`src/rtl/game_pkg.sv`:
```
// Shared game/HID definitions: report layout, usage codes and parser state encoding.
package game_pkg;

    localparam int unsigned REPORT_BYTES        = 8;
    localparam int unsigned TIMEOUT_CYCLES_DFLT = 50000;
    localparam int unsigned IDX_W               = 3;
    localparam int unsigned MOD_IDX             = 0;
    localparam int unsigned KEY0_IDX            = 2;
    localparam int unsigned KEY_CNT             = 4;

    localparam logic [7:0] ROLLOVER_CODE = 8'h01;
    localparam logic [7:0] KEY_W         = 8'h1A;
    localparam logic [7:0] KEY_S         = 8'h16;
    localparam logic [7:0] KEY_O         = 8'h12;
    localparam logic [7:0] KEY_L         = 8'h0F;

    typedef enum logic [1:0] {
        PS_IDLE    = 2'd0,
        PS_COLLECT = 2'd1,
        PS_COMMIT  = 2'd2
    } parser_state_t;

    // Byte i of the boot report lives in element [i].
    typedef logic [REPORT_BYTES-1:0][7:0] hid_report_t;

    // True when every usage slot carries ErrorRollOver.
    function automatic logic is_rollover(input hid_report_t r);
        logic all_ro;
        all_ro = 1'b1;
        for (int unsigned i = KEY0_IDX; i < REPORT_BYTES; i++) begin
            all_ro = all_ro & (r[IDX_W'(i)] == ROLLOVER_CODE);
        end
        return all_ro;
    endfunction

    function automatic logic [7:0] sat_inc8(input logic [7:0] v);
        return (v == 8'hFF) ? v : v + 8'd1;
    endfunction

endpackage

```
`src/rtl/hid_byte_timeout.sv`:
```
// Inter-byte watchdog: reloads on load, counts down while enabled, flags expiry on the last cycle.
module hid_byte_timeout #(
    parameter int unsigned TIMEOUT_CYCLES = 50000
) (
    input  logic Clk,
    input  logic Reset_n,
    input  logic load,
    input  logic enable,
    output logic expire_c
);
    localparam int unsigned CNT_W = (TIMEOUT_CYCLES > 1) ? $clog2(TIMEOUT_CYCLES) : 1;

    logic [CNT_W-1:0] count;

    always_ff @(posedge Clk or negedge Reset_n) begin
        if (!Reset_n) begin
            count <= '0;
        end else if (load) begin
            count <= CNT_W'(TIMEOUT_CYCLES - 1);
        end else if (enable && (count != '0)) begin
            count <= count - CNT_W'(1);
        end
    end

    // Expires after TIMEOUT_CYCLES consecutive idle cycles following a load.
    assign expire_c = enable && !load && (count == '0);

endmodule

```
`src/rtl/hid_keycode_parser.sv`:
```
// Parses HID boot-protocol keyboard reports into an atomically updated keycode/modifier pair.
module hid_keycode_parser
    import game_pkg::*;
#(
    parameter int unsigned TIMEOUT_CYCLES = TIMEOUT_CYCLES_DFLT
) (
    input  logic        Clk,
    input  logic        Reset_n,
    input  logic [7:0]  byte_in,
    input  logic        byte_valid,
    input  logic        sof,
    output logic        byte_ready,
    output logic [31:0] keycode,
    output logic [7:0]  modifiers,
    output logic        valid,
    output logic        key_change,
    output logic        rollover_err,
    output logic [7:0]  drop_count
);
    parser_state_t    state, state_d;
    logic [IDX_W-1:0] index, index_d;
    hid_report_t      shadow, shadow_d;
    logic [31:0]      keycode_d;
    logic [7:0]       modifiers_d;
    logic             valid_d;
    logic             key_change_d;
    logic             rollover_err_d;
    logic [7:0]       drop_count_d;

    logic        xfer_c;
    logic        timeout_c;
    logic [31:0] shadow_keys_c;

    assign byte_ready    = (state != PS_COMMIT);
    assign xfer_c        = byte_valid && byte_ready;
    assign shadow_keys_c = shadow[KEY0_IDX+KEY_CNT-1:KEY0_IDX];

    hid_byte_timeout #(
        .TIMEOUT_CYCLES(TIMEOUT_CYCLES)
    ) u_timeout (
        .Clk     (Clk),
        .Reset_n (Reset_n),
        .load    (xfer_c),
        .enable  (state == PS_COLLECT),
        .expire_c(timeout_c)
    );

    always_ff @(posedge Clk or negedge Reset_n) begin
        if (!Reset_n) begin
            state        <= PS_IDLE;
            index        <= '0;
            shadow       <= '0;
            keycode      <= '0;
            modifiers    <= '0;
            valid        <= 1'b0;
            key_change   <= 1'b0;
            rollover_err <= 1'b0;
            drop_count   <= '0;
        end else begin
            state        <= state_d;
            index        <= index_d;
            shadow       <= shadow_d;
            keycode      <= keycode_d;
            modifiers    <= modifiers_d;
            valid        <= valid_d;
            key_change   <= key_change_d;
            rollover_err <= rollover_err_d;
            drop_count   <= drop_count_d;
        end
    end

    always_comb begin
        state_d        = state;
        index_d        = index;
        shadow_d       = shadow;
        keycode_d      = keycode;
        modifiers_d    = modifiers;
        valid_d        = valid;
        key_change_d   = 1'b0;
        rollover_err_d = rollover_err;
        drop_count_d   = drop_count;

        case (state)
            PS_IDLE: begin
                // Non-sof bytes here belong to no report and are silently consumed.
                if (xfer_c && sof) begin
                    shadow_d                  = '0;
                    shadow_d[IDX_W'(MOD_IDX)] = byte_in;
                    index_d                   = IDX_W'(1);
                    state_d                   = PS_COLLECT;
                end
            end
            PS_COLLECT: begin
                if (xfer_c && sof) begin
                    drop_count_d              = sat_inc8(drop_count);
                    shadow_d                  = '0;
                    shadow_d[IDX_W'(MOD_IDX)] = byte_in;
                    index_d                   = IDX_W'(1);
                end else if (xfer_c) begin
                    shadow_d[index] = byte_in;
                    index_d         = index + IDX_W'(1);
                    if (index == IDX_W'(REPORT_BYTES - 1)) begin
                        state_d = PS_COMMIT;
                    end
                end else if (timeout_c) begin
                    drop_count_d = sat_inc8(drop_count);
                    index_d      = '0;
                    state_d      = PS_IDLE;
                end
            end
            PS_COMMIT: begin
                state_d = PS_IDLE;
                index_d = '0;
                if (is_rollover(shadow)) begin
                    rollover_err_d = 1'b1;
                end else begin
                    keycode_d      = shadow_keys_c;
                    modifiers_d    = shadow[IDX_W'(MOD_IDX)];
                    rollover_err_d = 1'b0;
                    valid_d        = 1'b1;
                    key_change_d   = (shadow_keys_c != keycode);
                end
            end
            default: begin
                state_d = PS_IDLE;
                index_d = '0;
            end
        endcase
    end

endmodule

```
`config.mk`:
```
export PLATFORM = sky130hd
export DESIGN_NAME = hid_keycode_parser
export DESIGN_NICKNAME = d
export VERILOG_FILES = /design/src/rtl/game_pkg.sv /design/src/rtl/hid_byte_timeout.sv /design/src/rtl/hid_keycode_parser.sv
export SDC_FILE = /design/constraint.sdc
export NUM_CORES = 1
export LEC_CHECK = 0
export BUFFER_PORTS_ARGS = -buffer_cell sky130_fd_sc_hd__buf_2
export CELL_PAD_IN_SITES_DETAIL_PLACEMENT = 0
export CELL_PAD_IN_SITES_GLOBAL_PLACEMENT = 1
export CORE_UTILIZATION = 51
export DETAILED_ROUTE_END_ITERATION = 7
export HOLD_SLACK_MARGIN = 0.03
export PLACE_DENSITY = 0.86
export SLEW_MARGIN = 20
export SYNTH_ARGS = -nofsm -noshare
export SYNTH_HDL_FRONTEND = slang
export SYNTH_SLANG_ARGS = --single-unit
```
`constraint.sdc`:
```
create_clock -name Clk -period 5.4 [get_ports Clk]
set_input_delay 1.62 -clock Clk [delete_from_list [all_inputs] [get_ports Clk]]
set_output_delay 1.62 -clock Clk [all_outputs]
set_load 0.05 [all_outputs]
```
# ---- Yosys cells after proc, flatten, opt, wreduce, memory -nomap -nowiden
# Index checks and enable logic that the tools add are counted.
dict set report word_totals {
  inputBits 12
  ff_bits 136
  output_inout_bits 52
  wordCells 92
}
dict set report op_classes {
  eq_ne 19
  muxes 27
  bitwise 6
  n_lt_le_gt_ge 2
  n_addsub 3
  reduce_logical 18
}
# cell count
set ops {}
lappend ops {{64-bit two-way mux} 3}
lappend ops {{64-bit case mux with 2 select lines} 1}
lappend ops {{64-bit bitwise mux} 1}
lappend ops {{8-bit by 1-bit == test with 1-bit output, second input constant} 6}
lappend ops {{8-bit two-way mux} 5}
lappend ops {{16-bit two-way mux} 2}
lappend ops {{32-bit != test} 1}
lappend ops {{8-bit demux with 3-bit select} 1}
lappend ops {{16-bit zero test} 1}
lappend ops {{16-bit nonzero test} 1}
lappend ops {{16-bit by 1-bit subtractor with 16-bit output, second input constant} 1}
lappend ops {{3-bit two-way mux} 4}
lappend ops {{2-bit two-way mux} 5}
lappend ops {{8-bit by 1-bit adder with 8-bit output, second input constant} 1}
lappend ops {{8-bit == test, second input constant} 1}
lappend ops {{2-bit != test, second input constant} 4}
lappend ops {{1-bit logical AND} 6}
lappend ops {{3-bit by 2-bit != test with 1-bit output, second input constant} 2}
lappend ops {{3-bit case mux with 2 select lines} 1}
lappend ops {{3-bit AND reduction} 2}
lappend ops {{2-bit nonzero test} 3}
lappend ops {{1-bit AND} 5}
lappend ops {{3-bit by 4-bit less-than comparator with 1-bit output, second input constant} 1}
lappend ops {{4-bit by 3-bit != test with 1-bit output, second input constant} 1}
lappend ops {{other kinds (13)} 16}

# ---- Depth between registers and ports, before layout
# Gate-level depths: netlist of the first run.
dict set report logic_depth {
  ltp_word 9
  depth_mapped 8
  ltp_nobuf 7
}

# ---- By module
# Synthesis of the first run repeated with hierarchy kept, for this count alone.
dict set report hier_totals {
  hier_cells 506
  area_unflattened_um2 5935.7
}
# mod cells_each seq_area_each_um2 instances area_each_um2
set by_module_without_submodules {}
lappend by_module_without_submodules {hid_keycode_parser 400 2802.7 1 4919.7}
lappend by_module_without_submodules {hid_byte_timeout 106 400.4 1 1016.0}

# ---- Worst setup path before layout of the first run
# No wires, ideal clock.
dict set report synth_path {
  kind {input to register}
  startpoint {input byte_valid}
  endpoint {register shadow[0] (netlist name)}
  setup_time_ns 0.125
  n_path_buf 3
  t_arrival_ns 2.980
  t_required_ns 5.275
  cell_stages 7
  slack_ns 2.295
  cell_sequence {buf_2 -> nor2b_1 -> o21a_1 -> clkbuf_1 -> o21a_1 -> clkbuf_1 -> mux2_2}
}
dict set report synth_between {
  elab_chain_cells 4
  word_cells_on_any_way 7
  cone_classes {eq/ne (2); mux (2); reduce/logical (3)}
}
# element line
set synth_lines {}
lappend synth_lines {{from (decl)} hid_keycode_parser.sv:10} ;# input logic byte_valid,
lappend synth_lines {{1-bit logical AND *} hid_keycode_parser.sv:35} ;# assign xfer_c = byte_valid && byte_ready;
lappend synth_lines {{1-bit logical AND} {hid_keycode_parser.sv:86, hid_keycode_parser.sv:94}}
lappend synth_lines {{3-bit by 2-bit != test with 1-bit output (no line) (tied with other cells)} --}
lappend synth_lines {{3-bit AND reduction (no line) or 64-bit case mux with 2 select lines (tied branches)} --}
lappend synth_lines {{to (signal assigned)} hid_keycode_parser.sv:62} ;# shadow <= shadow_d;
lappend synth_lines {{to (decl)} hid_keycode_parser.sv:22} ;# hid_report_t shadow, shadow_d;
# Mark *: on every way between the ends. The rest lies on a longest branch, timed or not.
# A chain may end at the register's enable or synchronous reset.

# ---- Final worst setup path of the first run
dict set report layout_path {
  startpoint {register state[0]}
  endpoint {output byte_ready}
}
dict set report layout_between {
  elab_chain_cells 1
}
# element line
set layout_lines {}
lappend layout_lines {{from (decl)} hid_keycode_parser.sv:20} ;# parser_state_t state, state_d;
lappend layout_lines {{from (signal assigned)} hid_keycode_parser.sv:60} ;# state <= state_d;
lappend layout_lines {{2-bit != test} hid_keycode_parser.sv:34} ;# assign byte_ready = (state != PS_COMMIT);
lappend layout_lines {{to (decl)} hid_keycode_parser.sv:12} ;# output logic byte_ready,
# Every way passes these cells.

==> impl_metrics.json, run 1 <==
{
  "crit_family": "flip-flops",
  "die_w_um": 107,
  "core_area_um2": 10500,
  "place_ws_ns": 1.92,
  "finClkSkew_ns": 0.0100,
  "cts_resized": 0,
  "critPathRequiredTime_ns": 3.78,
  "postCtsSetupBuffers": 0,
  "synth_cell_types": 38,
  "layout_setup_ws_ns": 2.24,
  "drc": 0,
  "ant_nets": 0,
  "fin_tns_setup_ns": 0,
  "numCtsBuffers": 17,
  "via_per_inst": 5.88,
  "slew_violations": 0,
  "grt_pass1_vias": 3914,
  "final_util_pct": 64.0,
  "crit_fanout": 7,
  "crit_type": "reg2out",
  "end_kind": "output port",
  "cts_hold_buf": 0,
  "routabilityCongestion": 0.814,
  "diodes": 0,
  "vias": 3905,
  "synth_ff_type": "dfrtp_1",
  "power_density_nw_per_um2": 387,
  "clock_latency_ns": 0.52,
  "synth.cell_area_um2": 5620,
  "setup_viol": 0,
  "wl_per_cell_um": 19.0,
  "grt_antenna_before_repair": 0,
  "clk_pin_slew_worst_paths_ns": 0.06,
  "path_cells": "inv_1 -> nand2_1 -> buf_2",
  "synth-edff-count": 0,
  "power_leakage_uw": 0.00319,
  "grt_pass1_wl_um": 20400,
  "clock_sinks": 128,
  "grt_usage_pct": 23.9,
  "yosys.area.top_type": "dfrtp_1",
  "synth.yosys.seq_area_share_pct": 57.0,
  "dp_hpwl_um": 8450,
  "die_h_um": 107,
  "ys_seq_elements": 128,
  "synth_area_per_cell_um2": 12.6,
  "cts_buffer_depth": 2,
  "critPathSlowestCell": "dfrtp_1",
  "synth_top_area_share_pct": 57.0,
  "max_freq_ghz": 0.316,
  "period_share_pct": 58.6,
  "syn_inst": 445,
  "critPathBufInv": 2,
  "synth.area.top_cells": "dfrtp_1 57%, mux2_2 10%, a22o_1 7.8%, xnor2_1 6.4%, nand4_1 1.8%",
  "vdd_drop_max_mv": 0.216,
  "synthesis.nets": 462,
  "syn_to_final_growth_pct": 19.8,
  "tightest_slew_ns": 1.05,
  "arrival_ns": 1.54,
  "ys_warn_count": 0,
  "drive_gt1_share_pct": 28.6,
  "wirelength_um": 12600,
  "cts_tree": "done",
  "nets": 532,
  "initial_utilization_pct": 53.4,
  "dr.pass1.iters": 4,
  "dieArea_um2": 11400,
  "outcome": "finished, final reports clean",
  "period_needed_ns": 3.16,
  "htreeDepth": 4,
  "finalPower_uw": 2600,
  "async_flop_share_pct": 100,
  "layout_common_cells": "128 x dfrtp_1, 62 x buf_2, 50 x a22o_1, 50 x mux2_2, 41 x xnor2_1",
  "grt_overflow_total": 0,
  "start_kind": "flip-flop",
  "num_rows": 37,
  "portBuffers": 63,
  "slew_headroom_pct": 30.0,
  "clockRootBuffer": "clkbuf_8",
  "grt_setup_unrepaired": "false",
  "num_io_pins": 64,
  "drt_iter0_drc": 216,
  "maxCapViolCount": 0,
  "hold_viol": 0,
  "layout_commonest_cell": "dfrtp_1",
  "slowest_delay_ns": 0.45,
  "hold_class": "reg2reg",
  "grt_max_degree": 83
}
## layer usage
metal	share of wire (%)	vias up	GRT usage [%]
li1	-	1791	-
met1	44	2020	30.6
met2	51	85	39.6
met3	4.3	9	6.32
met4	0.98	0	7.44
met5	0	-	0
## cell usage after synthesis (4+ instances only)
master	n
a21oi_1	7
a22o_1	50
buf_2	6
clkbuf_1	8
dfrtp_1	128
ha_1	5
inv_1	4
mux2_2	50
nand2_1	19
nand3_1	5
nand4_1	16
nor2_1	21
nor3_1	9
nor4_1	10
nor4b_1	6
o21ai_0	6
o21ai_1	6
or3_1	4
xnor2_1	41
xor2_1	10
## flip-flops by register name, summed over array words and instances, names as in the netlist
name / count
drop_count: 8
index: 3
key_change: 1
keycode: 32
modifiers: 8
rollover_err: 1
shadow: 56
state: 2
u_timeout.count: 16
valid: 1
## area by class of cell
type | instances | area, um2
fill | 804 | 3780
sequential | 128 | 3200
multi-input combinational | 299 | 2340
clock buffer | 19 | 432
timing repair buffer | 65 | 337
clock inverter | 13 | 234
tap | 136 | 170
inverter | 4 | 15.0
## worst reg2reg max path, stage by stage (launching register included)
cell,delay [ns]
dfrtp_1,0.43
nor4_1,0.48
nand4_1,0.15
nor3_1,0.36
or2_2,0.86
mux2_2,0.49
## path summary, 6_finish.rpt
| kind | cells past startpoint | from | endpoint | slack [ns] |
|---|---|---|---|---|
| max | 3 | state[0] | byte_ready | 2.24 |
| min | 1 | valid | valid | 0.49 |
| max reg2reg | 5 | shadow[18] | modifiers[3] | 2.52 |
| min reg2reg | 1 | valid | valid | 0.49 |
| max in group asynchronous | 2 | Reset_n | keycode[6] | 3.44 |
| min in group asynchronous | 1 | Reset_n | drop_count[4] | 1.13 |
## power by group
| group | leakage (uW) | internal, uW | switching (uW) |
|---|---|---|---|
| clock | 0.000315 | 857 | 426 |
| sequential | 0.00171 | 1010 | 54.7 |
| combinational | 0.00116 | 90.2 | 164 |
| total | 0.00319 | 1960 | 645 |
## kinds of logic (layout without fill, tap and decap cells)
group,Yosys count,in the layout,synth area share [%]
compound gates,81,81,11.5
xor+xnor,51,51,7.95
fa+ha+maj,5,5,1.11
flops,128,128,57.0
simple gates,112,112,11.1
buf+inv,18,101,1.34
mux,50,50,10.0
## per-stage QoR
| stage | cell area (um2) | cells | hold slack [ns] |
|---|---|---|---|
| after floorplan | 5620 | 445 | 0.465 |
| after global placement | 6060 | 632 | 0.445 |
| after detailed placement | 6060 | 632 | 0.479 |
| after CTS | 6720 | 664 | 0.494 |
| after global routing | 6730 | 664 | 0.505 |
| final | 6730 | 664 | 0.485 |
Note: power is estimated with default switching activity, not from simulation.
==> run 2, diff against run 1 <==
--- a/config.mk
+++ b/config.mk
@@ -8,10 +8,10 @@
 export BUFFER_PORTS_ARGS = -buffer_cell sky130_fd_sc_hd__buf_2
 export CELL_PAD_IN_SITES_DETAIL_PLACEMENT = 0
 export CELL_PAD_IN_SITES_GLOBAL_PLACEMENT = 1
-export CORE_UTILIZATION = 51
+export CORE_UTILIZATION = 47
 export DETAILED_ROUTE_END_ITERATION = 7
 export HOLD_SLACK_MARGIN = 0.03
-export PLACE_DENSITY = 0.86
+export PLACE_DENSITY = 0.8
 export SLEW_MARGIN = 20
 export SYNTH_ARGS = -nofsm -noshare
 export SYNTH_HDL_FRONTEND = slang
==> constraint.sdc (replaced) <==
create_clock -name Clk -period 3 [get_ports Clk]
set_input_delay 0.9 -clock Clk [delete_from_list [all_inputs] [get_ports Clk]]
set_output_delay 0.9 -clock Clk [all_outputs]
set_load 0.05 [all_outputs]
==> impl_metrics.json, run 2 (same netlist as run 1, synthesis figures left out) <==
{
  "via_per_inst": 5.67,
  "clk_pin_slew_worst_paths_ns": 0.05,
  "critPathRequiredTime_ns": 3.30,
  "grt_setup_unrepaired": "false",
  "htreeDepth": 4,
  "crit_type": "reg2reg",
  "endpoint": "drop_count[1]",
  "maxCapViolCount": 0,
  "fin_tns_setup_ns": 0,
  "period_share_pct": 79.6,
  "cts_hold_buf": 0,
  "dr.pass1.iters": 6,
  "rr_worst_depth": 7,
  "layout_setup_ws_ns": 0.612,
  "num_rows": 39,
  "grt_antenna_before_repair": 0,
  "tightest_slew_ns": 0.613,
  "start_kind": "flip-flop",
  "wirelength_um": 12400,
  "cts_resized": 0,
  "outcome": "finished, violations left",
  "layout_common_cells": "128 x dfrtp_1, 62 x buf_2, 50 x a22o_1, 50 x mux2_2, 41 x xnor2_1",
  "slew_violations": 0,
  "grt_usage_pct": 21.8,
  "num_io_pins": 64,
  "multiInputGateArea_um2": 2340,
  "dpl-instance-area_um2": 6130,
  "reg2reg_to": "drop_count[1]",
  "dp_hpwl_um": 8590,
  "power_density_nw_per_um2": 667,
  "postCtsSetupBuffers": 0,
  "place_ws_ns": 0.517,
  "clockRootBuffer": "clkbuf_16",
  "crit_fanout": 8,
  "slew_headroom_pct": 58.8,
  "seqCellArea_um2": 3200,
  "max_freq_ghz": 0.419,
  "clock_sinks": 128,
  "grt_overflow_total": 0,
  "grt_pass1_wl_um": 20500,
  "top_register": "shadow",
  "grt_max_degree": 46,
  "die_h_um": 111,
  "drive_gt1_share_pct": 28.8,
  "finClkSkew_ns": 0.00859,
  "end_kind": "flip-flop",
  "hold_viol": 0,
  "routabilityCongestion": 0.804,
  "wl_per_cell_um": 18.4,
  "drt_iter0_drc": 204,
  "r2r_slack_ns": 0.61,
  "numCtsBuffers": 17,
  "hold_class": "in2async",
  "die_w_um": 111,
  "nets": 535,
  "power_leakage_uw": 0.00320,
  "initial_utilization_pct": 48.8,
  "portBuffers": 63,
  "setup_viol": 0,
  "drc": 8,
  "largest_reg_flops": 56,
  "core_area_um2": 11500,
  "clock_latency_ns": 0.41,
  "layout_commonest_cell": "dfrtp_1",
  "violations": "design-rule violations",
  "cts_tree": "done",
  "cts_buffer_depth": 2,
  "fillers": 950,
  "vdd_drop_max_mv": 0.335,
  "reg2reg_from": "u_timeout.count[0]",
  "top_regs": "shadow (56), keycode (32), u_timeout.count (16)",
  "vias": 3821,
  "diodes": 0,
  "period_needed_ns": 2.39,
  "syn_to_final_growth_pct": 20.1,
  "dieArea_um2": 12400,
  "arrival_ns": 2.68,
  "grt_pass1_vias": 3810,
  "ant_nets": 0,
  "crit_start": "u_timeout.count[0]",
  "stdcell_area_um2": 6740
}
==> run 2: changes by cell type in the layout (fill, tap and decap cells not counted), sizes merged <==
| cell | change |
|---|---|
| buf | +3 |
| clkinvlp | -1 |
| bufinv | -3 |
| clkbuf | +4 |
==> run 2: final cells by class <==
cell class,instances,area share (%)
inverter,4,0.223
multi-input combinational,299,34.7
clock buffer,23,7.24
clock inverter,9,1.91
timing repair buffer,68,5.83
tap,143,2.65
sequential,128,47.5
==> run 2: worst min-delay path by stage <==
stage	from	endpoint	slack [ns]	cells past startpoint
2_1_floorplan	shadow[48]	shadow[48]	0.46	1
3_3_place_gp	valid	valid	0.45	1
3_5_place_dp	valid	valid	0.45	1
4_1_cts	valid	valid	0.47	1
5_1_grt	valid	valid	0.47	1
6_report	Reset_n	drop_count[3]	0.47	1
==> run 2: per-layer routing <==
metal | GRT usage [%] | wire [um]
met1 | 29.6 | 5680
met2 | 34.6 | 6040
met3 | 4.81 | 527
met4 | 7.75 | 159
met5 | 0 | 0
==> run 2: worst max-delay path, stage by stage (launching register included) <==
cell and delay (ns):
dfrtp_1 0.38, inv_1 0.12, ha_1 0.15, nor3b_1 0.33, nand4_1 0.26, buf_4 0.25
a211oi_4 0.39, mux2_2 0.38
==> run 2: power by group <==
part	switching [uW]	internal [uW]
clock network	724	1390
registers	98.9	1820
logic	295	167
total	1120	3380
==> run 2: metrics by stage <==
stage | power, uW | hold WS, ns | utilization (%) | std cells
3_3_place_gp | 2400 | 0.446 | 53.2 | 642
2_1_floorplan | 2240 | 0.465 | - | 445
4_1_cts | 4540 | 0.465 | 58.6 | 674
6_report | 4500 | 0.468 | 58.6 | 674
3_5_place_dp | 2420 | 0.451 | 53.2 | 642
5_1_grt | 4690 | 0.473 | 58.6 | 674
